`config.mk`:
```
export PLATFORM = sky130hd
export DESIGN_NAME = pe_core
export DESIGN_NICKNAME = d
export VERILOG_FILES = /design/src/rtl/pe_pkg.sv /design/src/rtl/pe_alu.sv /design/src/rtl/pe_core.sv
export SDC_FILE = /design/constraint.sdc
export NUM_CORES = 2
export LEC_CHECK = 0
export CAP_MARGIN = 20
export CORE_MARGIN = 8
export CORE_UTILIZATION = 62
export CTS_CLUSTER_SIZE = 14
export DETAILED_ROUTE_END_ITERATION = 16
export PLACE_DENSITY = 0.82
export RECOVER_POWER = 50
export SLEW_MARGIN = 20
export SYNTH_ARGS = -nofsm -noshare
export SYNTH_HDL_FRONTEND = slang
export SYNTH_HIERARCHICAL = 1
export SYNTH_SLANG_ARGS = --single-unit
```
`constraint.sdc`:
```
create_clock -name clk -period 11.5 [get_ports clk]
set_input_delay 3.45 -clock clk [delete_from_list [all_inputs] [get_ports clk]]
set_output_delay 3.45 -clock clk [all_outputs]
set_load 0.03 [all_outputs]
```
`src/rtl/pe_pkg.sv`:
```
// Shared encodings for the pe_core processing element: opcodes, namespaces,
// operand selects and the 16-bit instruction layout.
package pe_pkg;

    typedef enum logic [2:0] {
        OP_NOP  = 3'd0,
        OP_ADD  = 3'd1,
        OP_SUB  = 3'd2,
        OP_MUL  = 3'd3,
        OP_GT   = 3'd4,
        OP_PASS = 3'd5,
        OP_EOL  = 3'd6,
        OP_EOC  = 3'd7
    } op_t;

    typedef enum logic [1:0] {
        NS_INSTR   = 2'd0,
        NS_DATA    = 2'd1,
        NS_WEIGHT  = 2'd2,
        NS_INTERIM = 2'd3
    } ns_t;

    typedef enum logic [1:0] {
        SEL_DATA    = 2'd0,
        SEL_WEIGHT  = 2'd1,
        SEL_INTERIM = 2'd2,
        SEL_BUS     = 2'd3
    } sel_t;

    typedef enum logic {
        ST_IDLE = 1'b0,
        ST_RUN  = 1'b1
    } state_t;

    localparam int unsigned INST_LEN      = 16;
    localparam int unsigned DATA_DEPTH    = 8;
    localparam int unsigned WEIGHT_DEPTH  = 8;
    localparam int unsigned INTERIM_DEPTH = 4;
    localparam int unsigned NUM_PORTS     = 4;

    // Field order fixes bit positions: op[15:13] dst[12:10] src1[9:5] src2[4:0]
    typedef struct packed {
        sel_t       sel;
        logic [2:0] idx;
    } src_t;

    typedef struct packed {
        op_t        op;
        logic [2:0] dst;
        src_t       src1;
        src_t       src2;
    } inst_t;

    function automatic logic uses_src1(op_t op);
        return op inside {OP_ADD, OP_SUB, OP_MUL, OP_GT, OP_PASS};
    endfunction

    function automatic logic uses_src2(op_t op);
        return op inside {OP_ADD, OP_SUB, OP_MUL, OP_GT};
    endfunction

    function automatic logic writes_result(op_t op);
        return uses_src1(op);
    endfunction

endpackage

```
`src/rtl/pe_alu.sv`:
```
// Combinational ALU for pe_core; arithmetic wraps at W bits, compare is unsigned.
module pe_alu
    import pe_pkg::*;
#(
    parameter int unsigned W = 16
) (
    input  logic [2:0]   op,
    input  logic [W-1:0] a,
    input  logic [W-1:0] b,
    output logic [W-1:0] result_c
);

    always_comb begin
        result_c = '0;
        case (op_t'(op))
            OP_ADD:  result_c = a + b;
            OP_SUB:  result_c = a - b;
            OP_MUL:  result_c = a * b;
            OP_GT:   result_c = W'(a > b);
            OP_PASS: result_c = a;
            default: result_c = '0;
        endcase
    end

endmodule

```
`src/rtl/pe_core.sv`:
```
// TABLA-style processing element: preloaded local namespaces, then one
// instruction per cycle with bus-operand stalls, EOL looping and EOC stop.
module pe_core
    import pe_pkg::*;
#(
    parameter int unsigned peId        = 0,
    parameter int unsigned peIdLen     = 2,
    parameter int unsigned logNumPe    = 0,
    parameter int unsigned logNumPu    = 0,
    parameter int unsigned memDataLen  = 16,
    parameter int unsigned instAddrLen = 5
) (
    input  logic                  clk,
    input  logic                  reset,
    input  logic                  start,
    input  logic                  mem_wrt_valid,
    input  logic [peIdLen-1:0]    peId_mem_in,
    input  logic [1:0]            mem_data_type,
    input  logic [memDataLen-1:0] mem_data_input,
    output logic [memDataLen-1:0] mem_data_output,
    output logic                  inst_eoc,
    output logic                  inst_eol,
    input  logic [memDataLen-1:0] pe_neigh_data_in,
    input  logic                  pe_neigh_data_in_v,
    input  logic [memDataLen-1:0] pu_neigh_data_in,
    input  logic                  pu_neigh_data_in_v,
    input  logic [memDataLen-1:0] pe_bus_data_in,
    input  logic                  pe_bus_data_in_v,
    input  logic [memDataLen-1:0] gb_bus_data_in,
    input  logic                  gb_bus_data_in_v,
    output logic [memDataLen-1:0] pe_neigh_data_out,
    output logic                  pe_neigh_data_out_v,
    output logic [memDataLen-1:0] pu_neigh_data_out,
    output logic                  pu_neigh_data_out_v,
    output logic [memDataLen-1:0] pe_bus_data_out,
    output logic                  pe_bus_data_out_v,
    output logic [memDataLen-1:0] gb_bus_data_out,
    output logic                  gb_bus_data_out_v
);

    localparam int unsigned W          = memDataLen;
    localparam int unsigned IMEM_DEPTH = 1 << instAddrLen;

    if (memDataLen < INST_LEN || logNumPe + logNumPu > 16) begin : g_cfg_check
        $error("pe_core: memDataLen must be at least 16 and PE/PU counts sane");
    end

    state_t                 state, state_n;
    logic [instAddrLen-1:0] pc, pc_n;
    logic                   eoc_n;

    logic [W-1:0] imem    [IMEM_DEPTH];
    logic [W-1:0] dmem    [DATA_DEPTH];
    logic [W-1:0] wmem    [WEIGHT_DEPTH];
    logic [W-1:0] interim [INTERIM_DEPTH];

    logic [instAddrLen-1:0] iptr;
    logic [2:0]             dptr, wptr;
    logic [1:0]             tptr;

    logic [W-1:0]         bus_data [NUM_PORTS];
    logic [NUM_PORTS-1:0] bus_v;
    logic [W-1:0]         out_data [NUM_PORTS];
    logic [NUM_PORTS-1:0] out_v;

    inst_t        inst;
    src_t         src   [2];
    logic [W-1:0] opnd  [2];
    logic [1:0]   used, blocked;
    logic [W-1:0] alu_res;
    logic         stall_c, exec_c, eol_c, wr_int_c, wr_out_c, pre_wr_c;

    assign inst   = inst_t'(imem[pc][INST_LEN-1:0]);
    assign src[0] = inst.src1;
    assign src[1] = inst.src2;
    assign used   = {uses_src2(inst.op), uses_src1(inst.op)};

    assign bus_data[0] = pe_neigh_data_in;
    assign bus_data[1] = pu_neigh_data_in;
    assign bus_data[2] = pe_bus_data_in;
    assign bus_data[3] = gb_bus_data_in;
    assign bus_v       = {gb_bus_data_in_v, pe_bus_data_in_v, pu_neigh_data_in_v, pe_neigh_data_in_v};

    // Operand fetch; a used bus operand without valid blocks the instruction
    always_comb begin
        for (int i = 0; i < 2; i++) begin
            opnd[i]    = '0;
            blocked[i] = 1'b0;
            case (src[i].sel)
                SEL_DATA:    opnd[i] = dmem[src[i].idx];
                SEL_WEIGHT:  opnd[i] = wmem[src[i].idx];
                SEL_INTERIM: opnd[i] = interim[src[i].idx[1:0]];
                default: begin
                    opnd[i]    = bus_data[src[i].idx[1:0]];
                    blocked[i] = used[i] && !bus_v[src[i].idx[1:0]];
                end
            endcase
        end
    end

    assign stall_c  = |blocked;
    assign pre_wr_c = mem_wrt_valid && (peId_mem_in == peIdLen'(peId)) && (state == ST_IDLE);

    pe_alu #(.W(W)) u_alu (
        .op       (inst.op),
        .a        (opnd[0]),
        .b        (opnd[1]),
        .result_c (alu_res)
    );

    always_comb begin
        state_n  = state;
        pc_n     = pc;
        eoc_n    = inst_eoc;
        exec_c   = 1'b0;
        eol_c    = 1'b0;
        wr_int_c = 1'b0;
        wr_out_c = 1'b0;
        if (start) begin
            state_n = ST_RUN;
            pc_n    = '0;
            eoc_n   = 1'b0;
        end else if (state == ST_RUN && !stall_c) begin
            exec_c   = 1'b1;
            pc_n     = pc + instAddrLen'(1);
            wr_int_c = writes_result(inst.op) && !inst.dst[2];
            wr_out_c = writes_result(inst.op) && inst.dst[2];
            case (inst.op)
                OP_EOL: begin
                    pc_n  = '0;
                    eol_c = 1'b1;
                end
                OP_EOC: begin
                    state_n = ST_IDLE;
                    eoc_n   = 1'b1;
                end
                default: ;
            endcase
        end
    end

    always_ff @(posedge clk) begin
        if (reset) begin
            state    <= ST_IDLE;
            pc       <= '0;
            inst_eoc <= 1'b0;
            inst_eol <= 1'b0;
            out_v    <= '0;
        end else begin
            state    <= state_n;
            pc       <= pc_n;
            inst_eoc <= eoc_n;
            inst_eol <= eol_c;
            out_v    <= '0;
            if (wr_out_c) out_v[inst.dst[1:0]] <= 1'b1;
        end
    end

    // Namespace pointers, interim registers and output data
    always_ff @(posedge clk) begin
        if (reset) begin
            iptr     <= '0;
            dptr     <= '0;
            wptr     <= '0;
            tptr     <= '0;
            interim  <= '{default: '0};
            out_data <= '{default: '0};
        end else begin
            if (pre_wr_c) begin
                case (ns_t'(mem_data_type))
                    NS_INSTR:  iptr <= iptr + instAddrLen'(1);
                    NS_DATA:   dptr <= dptr + 3'd1;
                    NS_WEIGHT: wptr <= wptr + 3'd1;
                    NS_INTERIM: begin
                        interim[tptr] <= mem_data_input;
                        tptr          <= tptr + 2'd1;
                    end
                endcase
            end
            if (wr_int_c) interim[inst.dst[1:0]] <= alu_res;
            if (wr_out_c) out_data[inst.dst[1:0]] <= alu_res;
        end
    end

    // Instruction, data and weight contents survive reset
    always_ff @(posedge clk) begin
        if (!reset && pre_wr_c) begin
            case (ns_t'(mem_data_type))
                NS_INSTR:  imem[iptr] <= mem_data_input;
                NS_DATA:   dmem[dptr] <= mem_data_input;
                NS_WEIGHT: wmem[wptr] <= mem_data_input;
                default: ;
            endcase
        end
    end

    assign mem_data_output     = interim[0];
    assign pe_neigh_data_out   = out_data[0];
    assign pu_neigh_data_out   = out_data[1];
    assign pe_bus_data_out     = out_data[2];
    assign gb_bus_data_out     = out_data[3];
    assign pe_neigh_data_out_v = out_v[0];
    assign pu_neigh_data_out_v = out_v[1];
    assign pe_bus_data_out_v   = out_v[2];
    assign gb_bus_data_out_v   = out_v[3];

endmodule

```
Word-level counts from Yosys, hierarchy flattened:

Memories as Yosys holds them, arrays and structs flattened. A register that Yosys moved wholly into a read port is not among the register bits.
Index checks and enable logic that the tools add are counted.
W data, S select, Z words.

* bits in writable memories: 768
* output and inout bits: 86
* memories kept: 3
* logic and storage cells: 150
* bits in registers: 153
* input port bits: 92

* multiplexer cells: 54
* eq/ne operators: 14
* reduce and logical (&&, ||, !) cells: 36
* $lt $le $gt $ge: 11
* add/subtract/negate cells: 7
* $mul: 1
* bitwise logic cells: 7

Memories
* imem: depth 32, width 16, read ports 1, clocked after Yosys merged registers in 1, write ports 1, RTL line pe_core.sv:52 `logic [W-1:0] imem [IMEM_DEPTH];`
* dmem: depth 8, width 16, read ports 2, clocked after Yosys merged registers in 0, write ports 1, RTL line pe_core.sv:53 `logic [W-1:0] dmem [DATA_DEPTH];`
* wmem: depth 8, width 16, read ports 2, clocked after Yosys merged registers in 0, write ports 1, RTL line pe_core.sv:54 `logic [W-1:0] wmem [WEIGHT_DEPTH];`

Operator list (number)
* $mux W64: 4
* $bwmux W64: 3
* $mux W16: 10
* $bmux W16 S2: 4
* $pmux W16 S3: 2
* $pmux W16 S5: 1
* $demux W16 S2: 2
* $mux W1: 22
* $add A16 B16 Y16: 1
* $gt A16 B16 Y1: 1
* $mul A16 B16 Y16: 1
* $sub A16 B16 Y16: 1
* $mux W5: 3
* $eq A3 B3 Y1 const B: 4
* $ge A3 B3 Y1 const B: 4
* $not A2 Y3: 4
* $reduce_and A2 Y1: 6
* $logic_and A1 B1 Y1: 11
* $add A5 B1 Y5 const B: 2
* $lt A2 B3 Y1 const B: 3
* $reduce_or A3 Y1: 3
* $eq A2 B2 Y1 const B: 4
* $logic_not A2 Y1: 4
* $add A3 B1 Y3 const B: 2
* other kinds (14): 28

Logic depth before layout (Yosys ltp):

* depth after elaboration: 12
* mapped depth: 40
* depth with buffers taken out: 31

Cells and area by module:

The synthesis kept the hierarchy.

By module, submodules not included
* pe_core: area an instance 41737.5 µm², seq. area each 26225.2 µm², instances 1, cells an instance 2595
* pe_alu: area an instance 5818.1 µm², seq. area each 0.0 µm², instances 1, cells an instance 746

Worst setup path before layout:

OpenSTA, ideal clock, no wires.

* path kind: input-to-reg
* start: input pe_bus_data_in[1]
* end: register interim[30] in the netlist's numbering
* data arrival time: 9.635 ns
* slack: 1.731 ns
* stages on the path: 26
* library setup time: 0.134 ns
* required time: 11.366 ns
* path buffers: 1
* path through: mux2i_1 -> mux2i_1 -> o22ai_1 -> a21oi_1 -> a21boi_1 -> clkbuf_1 -> nand2_1 -> fa_1 -> fa_1 -> fa_1 -> fa_1 -> inv_1 -> fa_1 -> inv_1 -> fa_1 -> inv_1 -> ha_1 -> and2_1 -> a31o_2 -> a211o_1 -> a21o_1 -> a21oi_2 -> xnor2_1 -> a221o_1 -> nor3_1 -> a211oi_1

RTL lines
* start: declaration: RTL line pe_core.sv:27 `input logic [memDataLen-1:0] pe_bus_data_in,`
* end signal: indexed assignment: RTL line pe_core.sv:175 `interim[tptr] <= mem_data_input;`
* end signal: indexed assignment: RTL line pe_core.sv:180 `if (wr_int_c) interim[inst.dst[1:0]] <= alu_res;`
* end: declaration: RTL line pe_core.sv:55 `logic [W-1:0] interim [INTERIM_DEPTH];`

==> impl.org <==
** Worst setup path
- Worst Setup End Kind :: flop
- CP Max Fanout :: 34
- The setup path with the least slack is of type reg -> reg.
- Measured in cells, the most critical reg-to-reg path has a length of 32.
- Critical Path AT :: 11.03 ns
- Data on the critical path is required at its endpoint by 11.86 ns.
- Sort of element at the start of the critical path :: flop
- In this run the critical register-to-register path is captured at mem_data_output[14].
- For this design, the slowest cell found on the critical path is sky130_fd_sc_hd__mux4_2.
- In this design, the critical path's most frequently occurring cell is sky130_fd_sc_hd__fa_1.
- Setup slack on the worst reg-to-reg path comes out at 0.83 ns.
- Cell type group with the largest total delay on the critical path :: adder cells
- For this run, the slowest stage of the critical path takes 0.63 ns.
- Worst path buffer plus inverter count :: 7

** STA
- Final Cycle Share :: 92.8%
- Minimum clock period after layout :: 10.67 ns
- Slew Viols, Final :: 1,024
- Total setup violations reported at the end of the flow :: 0
- Actual slew at the worst max-slew pin :: 3.46 ns
- Clock skew on the completed layout was measured at 0.0511 ns.
- FMAX :: 93.7 MHz
- Setup repair after global routing left no endpoint under its margin.
- For the final routed database, the setup TNS stands at 0 ns.
- Fin. Hold Viols :: 0
- Headroom to the max-slew limit came out at -131%.

** Route
- In this run the remaining antenna-violating nets after routing total 0.
- Sum of routed wire length over all layers :: 142,000 um
- The pre-antenna-repair detailed-routing pass consisted of 6 iterations.
- After the first detailed-routing iteration, the DRC count stood at 3,592.
- Drt drc :: 0
- Via count :: 31,050
- Dividing the detail-routed via count by the number of cells gives 6.71.
- Dividing the detail-routed wire length by the instance count gives 30.8 um.

** Power
- Maximum vdd ir drop :: 0.169 mV
- Leakage power :: 0.0204 uW
- Switching part of the total :: 30.0%
- Cell internal power was estimated by the tool at 6350 uW.
- For this design the total switching power over the nets is 2720 uW.
- Sequential share of power :: 40.3%
- Power spread over the standard cell area amounts to 169 nW/um^2.
- The share of total power dissipated in combinational logic is 25.6%.
- Per report_power, the clock group accounts for 34.1% of the total.

** CTS
- TritonCTS built the clock tree.
- Number of buffers created by CTS :: 93
- The H-tree generated during clock tree synthesis spans 3 levels.
- The tree built by TritonCTS fans out to 926 sinks.
- Buffer depth of the longest clock path :: 3
- At the later pin of the worst-skew pair, clock insertion delay measures 0.68 ns.
- After clock tree synthesis, the repair step resized 0 gates.
- Setup fix buffers added after clock tree synthesis :: 0
- Hold repair after CTS inserted 0 buffers.
- The tree is rooted in a sky130_fd_sc_hd__clkbuf_16.
- After clock tree synthesis, the clock-pin slew on the worst setup and hold paths is 0.07 ns.

** GRT
- Global routing used 32.5% of the available tracks.
- For this run the aggregate overflow at the end of global routing stands at 0.
- The number of global-route vias before repair came to 32,105.
- Pin count of the biggest net entering global routing :: 104
- Initial antenna violation count :: 5
- The first global-routing pass estimated 209,000 um of wire.

** Yosys
- Synthesized instance count :: 3,341
- The most used flip-flop cell after synthesis is sky130_fd_sc_hd__edfxtp_1.
- Count of warnings emitted by yosys :: 6
- Total nets after synthesis :: 3,607
- The synthesized netlist contains 85 unique library cells.
- The average instance in the mapped netlist occupies 14.2 sq um.
- Syn Std Cell Area :: 47,600 sq um
- Yosys mapped a number of flops with a built-in enable equal to 768.
- Register bit count reported by yosys :: 926
- Sequential cell area fraction in the yosys report :: 55.1%
- Fraction of registers with async set/reset :: 0%

** Die
- The floorplan step set the die height to 293 um.
- The floorplan has 101 rows.
- Core region area :: 75,900 sq um
- For this configuration, the core starts out at a cell density of 62.6%.
- The floorplan step set the die width to 293 um.
- The die covers 85,800 sq um.
- 178 I/O pins were placed.

** Finish
- The repair_antennas step left the layout with diodes totalling 0.
- Cells fill 70.7% of the core in the end.
- Leading cell type in the layout, fill and taps excluded :: sky130_fd_sc_hd__edfxtp_1
- The post-route netlist has 14.4% of its cells at a drive strength greater than 1.
- Post-route insts no fill :: 4,625
- Multi-input logic area :: 19,800 sq um
- From synthesis to final layout, the design area changed by 13.0%.
- In the layout the commonest cells are 768 x sky130_fd_sc_hd__edfxtp_1, 647 x sky130_fd_sc_hd__mux2i_1, 170 x sky130_fd_sc_hd__mux4_2.
- Reg area :: 26,200 sq um
- In the final design database the tool counted 3,786 nets.
- Fillers :: 4,840

** Job
- Max-cap violations in this run came to 19.

** Hold path
- For hold timing, the worst endpoint is gb_bus_data_out[6].
- Along the worst hold path, the cell count comes to 2.
- The startpoint identified for the worst hold timing path is gb_bus_data_out[6].
- Worst min path class :: reg -> reg

** Status
- Failing checks :: max-capacitance violations, max-slew violations
- Run status :: finished with violations

** Placed design
- The congestion estimate from routability-driven global placement came to 0.978.
- HPWL Detailed :: 90,700 um
- Number of placed cells counting well taps :: 4,455
- Buffers placed on the I/O ports in this run total 177.
logic make-up after synthesis:
logic type,after synthesis,share of synthesized area (%)
AO/OA/AOI/OAI,363,5.51
adder cells (fa/ha/maj),174,5.86
buffers and inverters,378,3.49
flip-flops,926,55.1
XOR/XNOR,48,0.884
AND/OR/NAND/NOR,592,6.37
multiplexers,860,22.7
metal layers:
layer	share of wire, %	GRT usage, %
met5	0.0091	0
met4	6.3	17.7
met3	9.8	6.82
met2	48	53.2
met1	36	40.6
how the worst max path moves through the flow:
| stage | startpoint | to | cells past startpoint |
|---|---|---|---|
| finish | flop | mem_data_output[14] | 32 |
| global route | flop | mem_data_output[13] | 32 |
| CTS | flop | interim[14] | 32 |
| detailed placement | pu_neigh_data_in[3] | mem_data_output[14] | 27 |
| global placement | gb_bus_data_in[1] | interim[14] | 27 |
| floorplan | pe_bus_data_in[1] | interim[30] | 26 |
state kept, by name, indices dropped and copies added (netlist names), named ones only:
name,cells
out_v,4
inst_eoc,1
pc,5
imem,512
pe_bus_data_out,16
wmem,128
interim,48
state,1
pe_neigh_data_out,16
inst_eol,1
wptr,3
mem_data_output,16
dmem,128
gb_bus_data_out,16
iptr,5
dptr,3
pu_neigh_data_out,16
tptr,2
cell usage after synthesis (all sizes together) (6+ instances only):
library cell	n	area, sq um
a22o	23	201
dfxtp	158	3160
nor2	114	428
clkbuf	108	405
a21o	28	210
inv	151	567
a221o	10	100
mux2i	651	6530
a22oi	18	135
a211oi	56	430
nor4	6	56.3
o21ai	33	165
mux4	171	3850
o221ai	7	67.6
o22ai	27	169
o211ai	38	285
a21boi	19	143
and3	6	37.5
or3	7	43.8
a221oi	7	67.6
fa	81	1620
xnor2	34	298
buf	118	686
nand4	9	56.3
nand2	150	563
nand3b	10	75.1
nor3	62	320
or3b	6	52.6
nand2b	98	613
a31oi	18	113
a21oi	44	224
edfxtp	768	23100
nor2b	12	75.1
xor2	14	123
mux2	38	428
nand3	30	150
and2	66	415
ha	93	1160
worst register-to-register path, delay by kind of cell (launching register included):
kind,cells,cell delay [ns]
fa+ha+maj,7,3.40
mux,5,2.34
compound gates,9,1.97
buf+inv,7,1.49
flops,1,0.56
simple gates,3,0.54
xor+xnor,1,0.07
power groups by stage:
| stage | logic [uW] | registers [uW] | clock network (uW) |
|---|---|---|---|
| CTS | 2290 | 3640 | 3100 |
| detailed placement | 2260 | 3720 | 0 |
| floorplan | 1600 | 3710 | 0 |
| finish | 2320 | 3650 | 3090 |
| global route | 2530 | 3650 | 3230 |
| global placement | 2220 | 3710 | 0 |
through the flow:
stage               total power [uW]  instance area (sq um)  hold slack, ns  setup WS, ns
floorplan                       5310                  47600           0.470          1.73
global placement                5930                  50700           0.465         0.675
detailed placement              5980                  50700           0.467         0.598
CTS                             9040                  53800           0.477          1.05
global route                    9410                  53700           0.494         0.383
finish                          9060                  53700           0.474         0.825
area by class of cell:
| class | instances | area share (%) |
|---|---|---|
| repair buffers | 310 | 5.15 |
| clock inverters | 50 | 1.13 |
| flip-flops and latches | 926 | 48.8 |
| clock buffers | 120 | 4.63 |
| well taps | 1030 | 2.40 |
| multi-input cells | 2037 | 36.8 |
| inverters | 152 | 1.06 |
(Power assumes the default switching activity.)
